===== src/rtl/pcie_rx_link.sv =====
// Receive side of the byte-wide link: frames header/payload/checksum packets, verifies the XOR
// checksum and commits whole good packets into a first-word-fall-through Rx FIFO.
module pcie_rx_link #(
    parameter int DEPTH = 16,
    parameter int AW    = 4
) (
    input  logic          CLK,
    input  logic          reset,
    input  logic [3:0]    CONTROL,
    input  logic [7:0]    DATA,
    input  logic          VALID_IN,
    input  logic          RD,
    output logic [7:0]    Rx_Buffer,
    output logic          EMPTY,
    output logic          FULL,
    output logic [AW:0]   COUNT,
    output logic          PKT_OK,
    output logic          ERR,
    output logic [1:0]    ERR_CODE,
    output logic [1:0]    fsm_state
);

    // Handshake: a link byte transfers on a rising edge when VALID_IN && CONTROL[0]; there is
    // no ready, packets that cannot be held are consumed and dropped. Reads pop on RD && !EMPTY.

    typedef enum logic [1:0] {
        IDLE    = 2'd0,
        PAYLOAD = 2'd1,
        CHECK   = 2'd2,
        DROP    = 2'd3
    } state_t;

    localparam logic [AW:0]   DEPTH_V = (AW+1)'(DEPTH);
    localparam logic [AW:0]   CNT_ONE = (AW+1)'(1);
    localparam logic [AW-1:0] PTR_ONE = AW'(1);

    state_t        state;
    state_t        state_nxt;

    logic [7:0]    mem [DEPTH];
    logic [AW-1:0] rd_ptr;
    logic [AW-1:0] wr_ptr;
    logic [AW-1:0] wr_tmp;
    logic [AW:0]   count;
    logic [AW:0]   tent;
    logic [3:0]    rem;
    logic [3:0]    len_q;
    logic [7:0]    acc;
    logic          pkt_ok_q;
    logic          err_q;
    logic [1:0]    err_code_q;

    logic          accept;
    logic          flush;
    logic          pop;
    logic          fits;
    logic [AW:0]   hdr_len;
    logic [AW:0]   commit_len;
    logic          take_hdr;
    logic          wr_en;
    logic          commit;
    logic          abort;
    logic          drop_byte;
    logic          drop_done;
    logic          unused_ctrl;

    assign unused_ctrl = ^CONTROL[3:2];

    assign accept     = VALID_IN && CONTROL[0];
    assign flush      = CONTROL[1];
    assign EMPTY      = (count == '0);
    assign pop        = RD && !EMPTY && !flush;
    assign hdr_len    = (AW+1)'(DATA[3:0]);
    // Space is judged against committed data only; tentative bytes are always zero in IDLE.
    assign fits       = (hdr_len <= (DEPTH_V - count));
    assign commit_len = commit ? (AW+1)'(len_q) : '0;

    // State register
    always_ff @(posedge CLK or negedge reset) begin
        if (!reset) begin
            state <= IDLE;
        end else begin
            state <= state_nxt;
        end
    end

    // Next-state logic
    always_comb begin
        state_nxt = state;
        if (flush) begin
            state_nxt = IDLE;
        end else if (accept) begin
            unique case (state)
                IDLE: begin
                    if (DATA[3:0] == 4'd0) begin
                        state_nxt = CHECK;
                    end else if (fits) begin
                        state_nxt = PAYLOAD;
                    end else begin
                        state_nxt = DROP;
                    end
                end
                PAYLOAD: begin
                    if (rem == 4'd1) begin
                        state_nxt = CHECK;
                    end
                end
                CHECK: state_nxt = IDLE;
                DROP: begin
                    if (rem == 4'd0) begin
                        state_nxt = IDLE;
                    end
                end
                default: state_nxt = IDLE;
            endcase
        end
    end

    // Output decode: per-cycle datapath strobes
    always_comb begin
        take_hdr  = 1'b0;
        wr_en     = 1'b0;
        commit    = 1'b0;
        abort     = 1'b0;
        drop_byte = 1'b0;
        drop_done = 1'b0;
        if (accept && !flush) begin
            unique case (state)
                IDLE:    take_hdr = 1'b1;
                PAYLOAD: wr_en    = 1'b1;
                CHECK: begin
                    if (DATA == acc) begin
                        commit = 1'b1;
                    end else begin
                        abort = 1'b1;
                    end
                end
                DROP: begin
                    if (rem == 4'd0) begin
                        drop_done = 1'b1;
                    end else begin
                        drop_byte = 1'b1;
                    end
                end
                default: ;
            endcase
        end
    end

    always_ff @(posedge CLK) begin
        if (wr_en) begin
            mem[wr_tmp] <= DATA;
        end
    end

    always_ff @(posedge CLK or negedge reset) begin
        if (!reset) begin
            rd_ptr     <= '0;
            wr_ptr     <= '0;
            wr_tmp     <= '0;
            count      <= '0;
            tent       <= '0;
            rem        <= '0;
            len_q      <= '0;
            acc        <= '0;
            pkt_ok_q   <= 1'b0;
            err_q      <= 1'b0;
            err_code_q <= 2'b00;
        end else if (flush) begin
            rd_ptr   <= '0;
            wr_ptr   <= '0;
            wr_tmp   <= '0;
            count    <= '0;
            tent     <= '0;
            rem      <= '0;
            len_q    <= '0;
            acc      <= '0;
            pkt_ok_q <= 1'b0;
            err_q    <= 1'b0;
        end else begin
            pkt_ok_q <= commit;
            err_q    <= abort || drop_done;
            if (pop) begin
                rd_ptr <= rd_ptr + PTR_ONE;
            end
            count <= count + commit_len - (pop ? CNT_ONE : '0);
            if (take_hdr) begin
                len_q <= DATA[3:0];
                rem   <= DATA[3:0];
                acc   <= DATA;
            end
            if (wr_en) begin
                wr_tmp <= wr_tmp + PTR_ONE;
                tent   <= tent + CNT_ONE;
                rem    <= rem - 4'd1;
                acc    <= acc ^ DATA;
            end
            if (drop_byte) begin
                rem <= rem - 4'd1;
            end
            if (commit) begin
                wr_ptr <= wr_tmp;
                tent   <= '0;
            end
            if (abort) begin
                wr_tmp     <= wr_ptr;
                tent       <= '0;
                err_code_q <= 2'b01;
            end
            if (drop_done) begin
                err_code_q <= 2'b10;
            end
        end
    end

    assign Rx_Buffer = mem[rd_ptr];
    assign COUNT     = count;
    assign FULL      = ((count + tent) == DEPTH_V);
    assign PKT_OK    = pkt_ok_q;
    assign ERR       = err_q;
    assign ERR_CODE  = err_code_q;
    assign fsm_state = state;

endmodule


===== config.mk =====
export PLATFORM = sky130hd
export DESIGN_NAME = pcie_rx_link
export DESIGN_NICKNAME = d
export VERILOG_FILES = /design/src/rtl/pcie_rx_link.sv
export SDC_FILE = /design/constraint.sdc
export NUM_CORES = 1
export LEC_CHECK = 0
export CAP_MARGIN = 20
export CORE_UTILIZATION = 45
export DETAILED_ROUTE_END_ITERATION = 10
export RECOVER_POWER = 100
export SYNTH_ARGS = -nofsm -noshare
export SYNTH_HDL_FRONTEND = slang
export SYNTH_SLANG_ARGS = --single-unit

===== constraint.sdc =====
create_clock -name CLK -period 2.5 [get_ports CLK]
set_input_delay 0.75 -clock CLK [delete_from_list [all_inputs] [get_ports CLK]]
set_output_delay 0.75 -clock CLK [all_outputs]
set_load 0.02 [all_outputs]

==> impl_metrics.ini <==
[floorplanning]
fp.dieW_microns = 135
fp.coreArea_sq_um = 17200
rows = 48
die_area_sq_um = 18100
ios = 37
die_h_microns = 135
initial_utilization_pct = 46.0

[clock_network]
cts_max_level = 4
cts.sinks = 172
worstSkewPairLatency_ps = 430
path_clk_slew_ps = 70
cts_buffers = 17
cts_hold_buffers = 0
cts_tree = built
clockRootBuffer = clkbuf_16
cts_buffer_depth = 2

[drt]
vias_per_cell = 5.40
first_pass_iters = 4
drt.antenna.violating_nets = 0
wl_met2_microns = 9360
top_layer = met4
wl_per_cell_microns = 19.8
drtIter0Drc = 393
vias = 5084
wl_microns = 18600
post-route-drc-count = 0
wl_met1_microns = 8050
met3_length_microns = 864

[synthesis]
synth_cells = 567
synth-main-ff-cell = edfxtp_1
synth.ff_latch_count = 172
synth_edf_count = 128
yosysSeqAreaShare_pct = 62.4
syn_avg_cell_area_sq_um = 14.0
synthesis.area_sq_um = 7920
ys.warnings.count = 0
syn_nets = 612
async_reset_ff_share_pct = 25.6
synth.distinct_cells = 56

[layout]
fin_nets = 748
syn2layout_area_growth_pct = 28.3
antenna_cells = 0
fin_area_sq_um = 10200
drive_above_1_share_pct = 33.1
final_cell_mix = 128 x edfxtp_1, 72 x buf_4, 44 x nor2_1
final_common_cell = edfxtp_1

[sta]
period_minus_slack_ps = 2840
setup_ws_ps = -341
whs_ps = 488
drv_slew = 0
worst_pin_slew_ps = 1300
slew-limit-headroom_pct = 13.6
finClkSkew_ps = 8.36
rsz0062_at_grt = true
max_freq_mhz = 352
hold_viol = 0
fin_crit_sh_pct = 114
finalSetupViolCount = 110

[placed_design]
place_area_sq_um = 9230
io_buffers = 34
gp_congestion = 0.852
dp.final_hpwl_microns = 12200

[global_routing]
grt_use_total_pct = 21.6
grt_pass1_vias = 5203
grt-ovfl-total = 0
grt_pass1_wl_microns = 28800
antenna_found_initial = 0
grt_max_degree = 39

[critical_path]
required_ps = 1750
end_kind = output pin
crit_type = reg -> out
path_max_fanout = 8
critPathLaunchType = flop
worst_ep_arrival_time_ps = 2090

[power_and_ir_drop]
leakagePower_nw = 3.89
power_density_nw_per_um2 = 815
ir_drop_v = 0.000515

[worst_hold_path]
hold_path_class = reg -> reg

[flow_run]
drv_cap = 0

[run_status]
status = finished with violations
violations = negative setup slack
==> cell families after synthesis <==
logic type               count (synthesis)  share of synthesized area [%]
AO/OA/AOI/OAI                           96                           7.80
AND/OR/NAND/NOR                        128                           8.57
multiplexers                            65                           10.9
XOR/XNOR                                26                           2.87
adder cells (fa/ha/maj)                 29                           4.77
flip-flops                             172                           62.4
buffers and inverters                   51                           2.67
==> flip-flops by register name (all words and copies together) (netlist names) <==
name,flops
fsm_state,2
COUNT,5
wr_tmp,4
ERR_CODE,2
rem,4
rd_ptr,4
mem,128
wr_ptr,4
ERR,1
len_q,4
PKT_OK,1
tent,5
acc,8
==> critical path, cell delays in order, from the launching register on <==
cell,delay [ps]
dfrtp_2,420
buf_6,130
buf_6,170
mux4_2,510
a22oi_1,200
nand2_1,80
buf_4,160
==> cells in the mapped netlist (2+ instances only) <==
cell type	count	area, sq um
a22oi_1	8	60.1
nand2b_1	3	18.8
a221oi_1	8	70.1
or3_1	2	12.5
clkbuf_1	12	45.0
a221o_1	4	40.0
nand4_1	3	18.8
buf_4	3	22.5
inv_2	2	7.51
fa_1	2	40.0
xor2_1	17	149
buf_2	7	35.0
nor2_1	43	161
dfrtp_1	44	1100
nor2b_1	6	37.5
mux4_2	16	360
xnor2_1	9	78.8
ha_1	27	338
nor4_2	2	25.0
mux2_2	9	101
nand3_1	6	30.0
a21oi_1	31	155
mux2_1	2	22.5
o211ai_1	2	15.0
mux2i_1	38	380
and2_1	3	18.8
nand2_1	33	124
nor3_1	8	40.0
edfxtp_1	128	3840
buf_1	2	7.51
nor4_1	6	37.5
o21ai_0	27	135
a21o_1	7	52.6
inv_1	25	93.8
==> final cells by class <==
type / count / area [sq um]
clock buffer: 17 / 425
clock inverter: 15 / 143
fill: 1351 / 7070
inverter: 27 / 104
multi-input combinational: 344 / 3110
sequential: 172 / 4950
tap: 225 / 282
timing repair buffer: 141 / 1150
==> stage by stage <==
stage	utilization [%]	total power, mW	TNS (ps)	instances	setup slack [ps]
final	59.0	8.29	-9990	941	-341
after global routing	59.0	8.65	-25040	941	-426
after CTS	58.7	8.33	-4060	942	-403
after detailed placement	53.5	5.48	-41790	896	-1170
after global placement	53.5	5.43	-38790	896	-1110
after floorplan	-	4.63	-1550	567	-505
==> final timing paths <==
path	startpoint	endpoint	cells past startpoint	slack, ps
worst max-delay path	rd_ptr[0]$_DFFE_PN0P_	Rx_Buffer[4]	6	-340
worst min-delay path	ERR_CODE[1]$_DFFE_PN0P_	ERR_CODE[1]$_DFFE_PN0P_	1	490
worst min register to register	ERR_CODE[1]$_DFFE_PN0P_	ERR_CODE[1]$_DFFE_PN0P_	1	490
min in group asynchronous	reset	COUNT[4]$_DFF_PN0_	1	580
worst max register to register	acc[2]$_DFFE_PN0P_	COUNT[4]$_DFF_PN0_	16	-230
max in group asynchronous	reset	acc[5]$_DFFE_PN0P_	2	590
==> per-layer routing <==
layer	up-vias	GRT usage (%)
li1	2391	-
met1	2575	29.4
met2	94	34.6
met3	24	3.98
met4	0	8.43
met5	-	0
==> report_power, final <==
part           total (mW)  leakage (nW)  internal (mW)  switching (mW)
logic                2.54          1.88           1.29            1.24
registers            3.24          1.74           3.16          0.0807
clock network        2.52         0.267           1.39            1.13
==> what timing repair did <==
action,CTS,global route
setup endpoints to repair,15,15
buffers inserted,14,5
gates cloned,2,1
pin swaps,38,29
gates resized for setup,142,45
(Power assumes the default switching activity.)
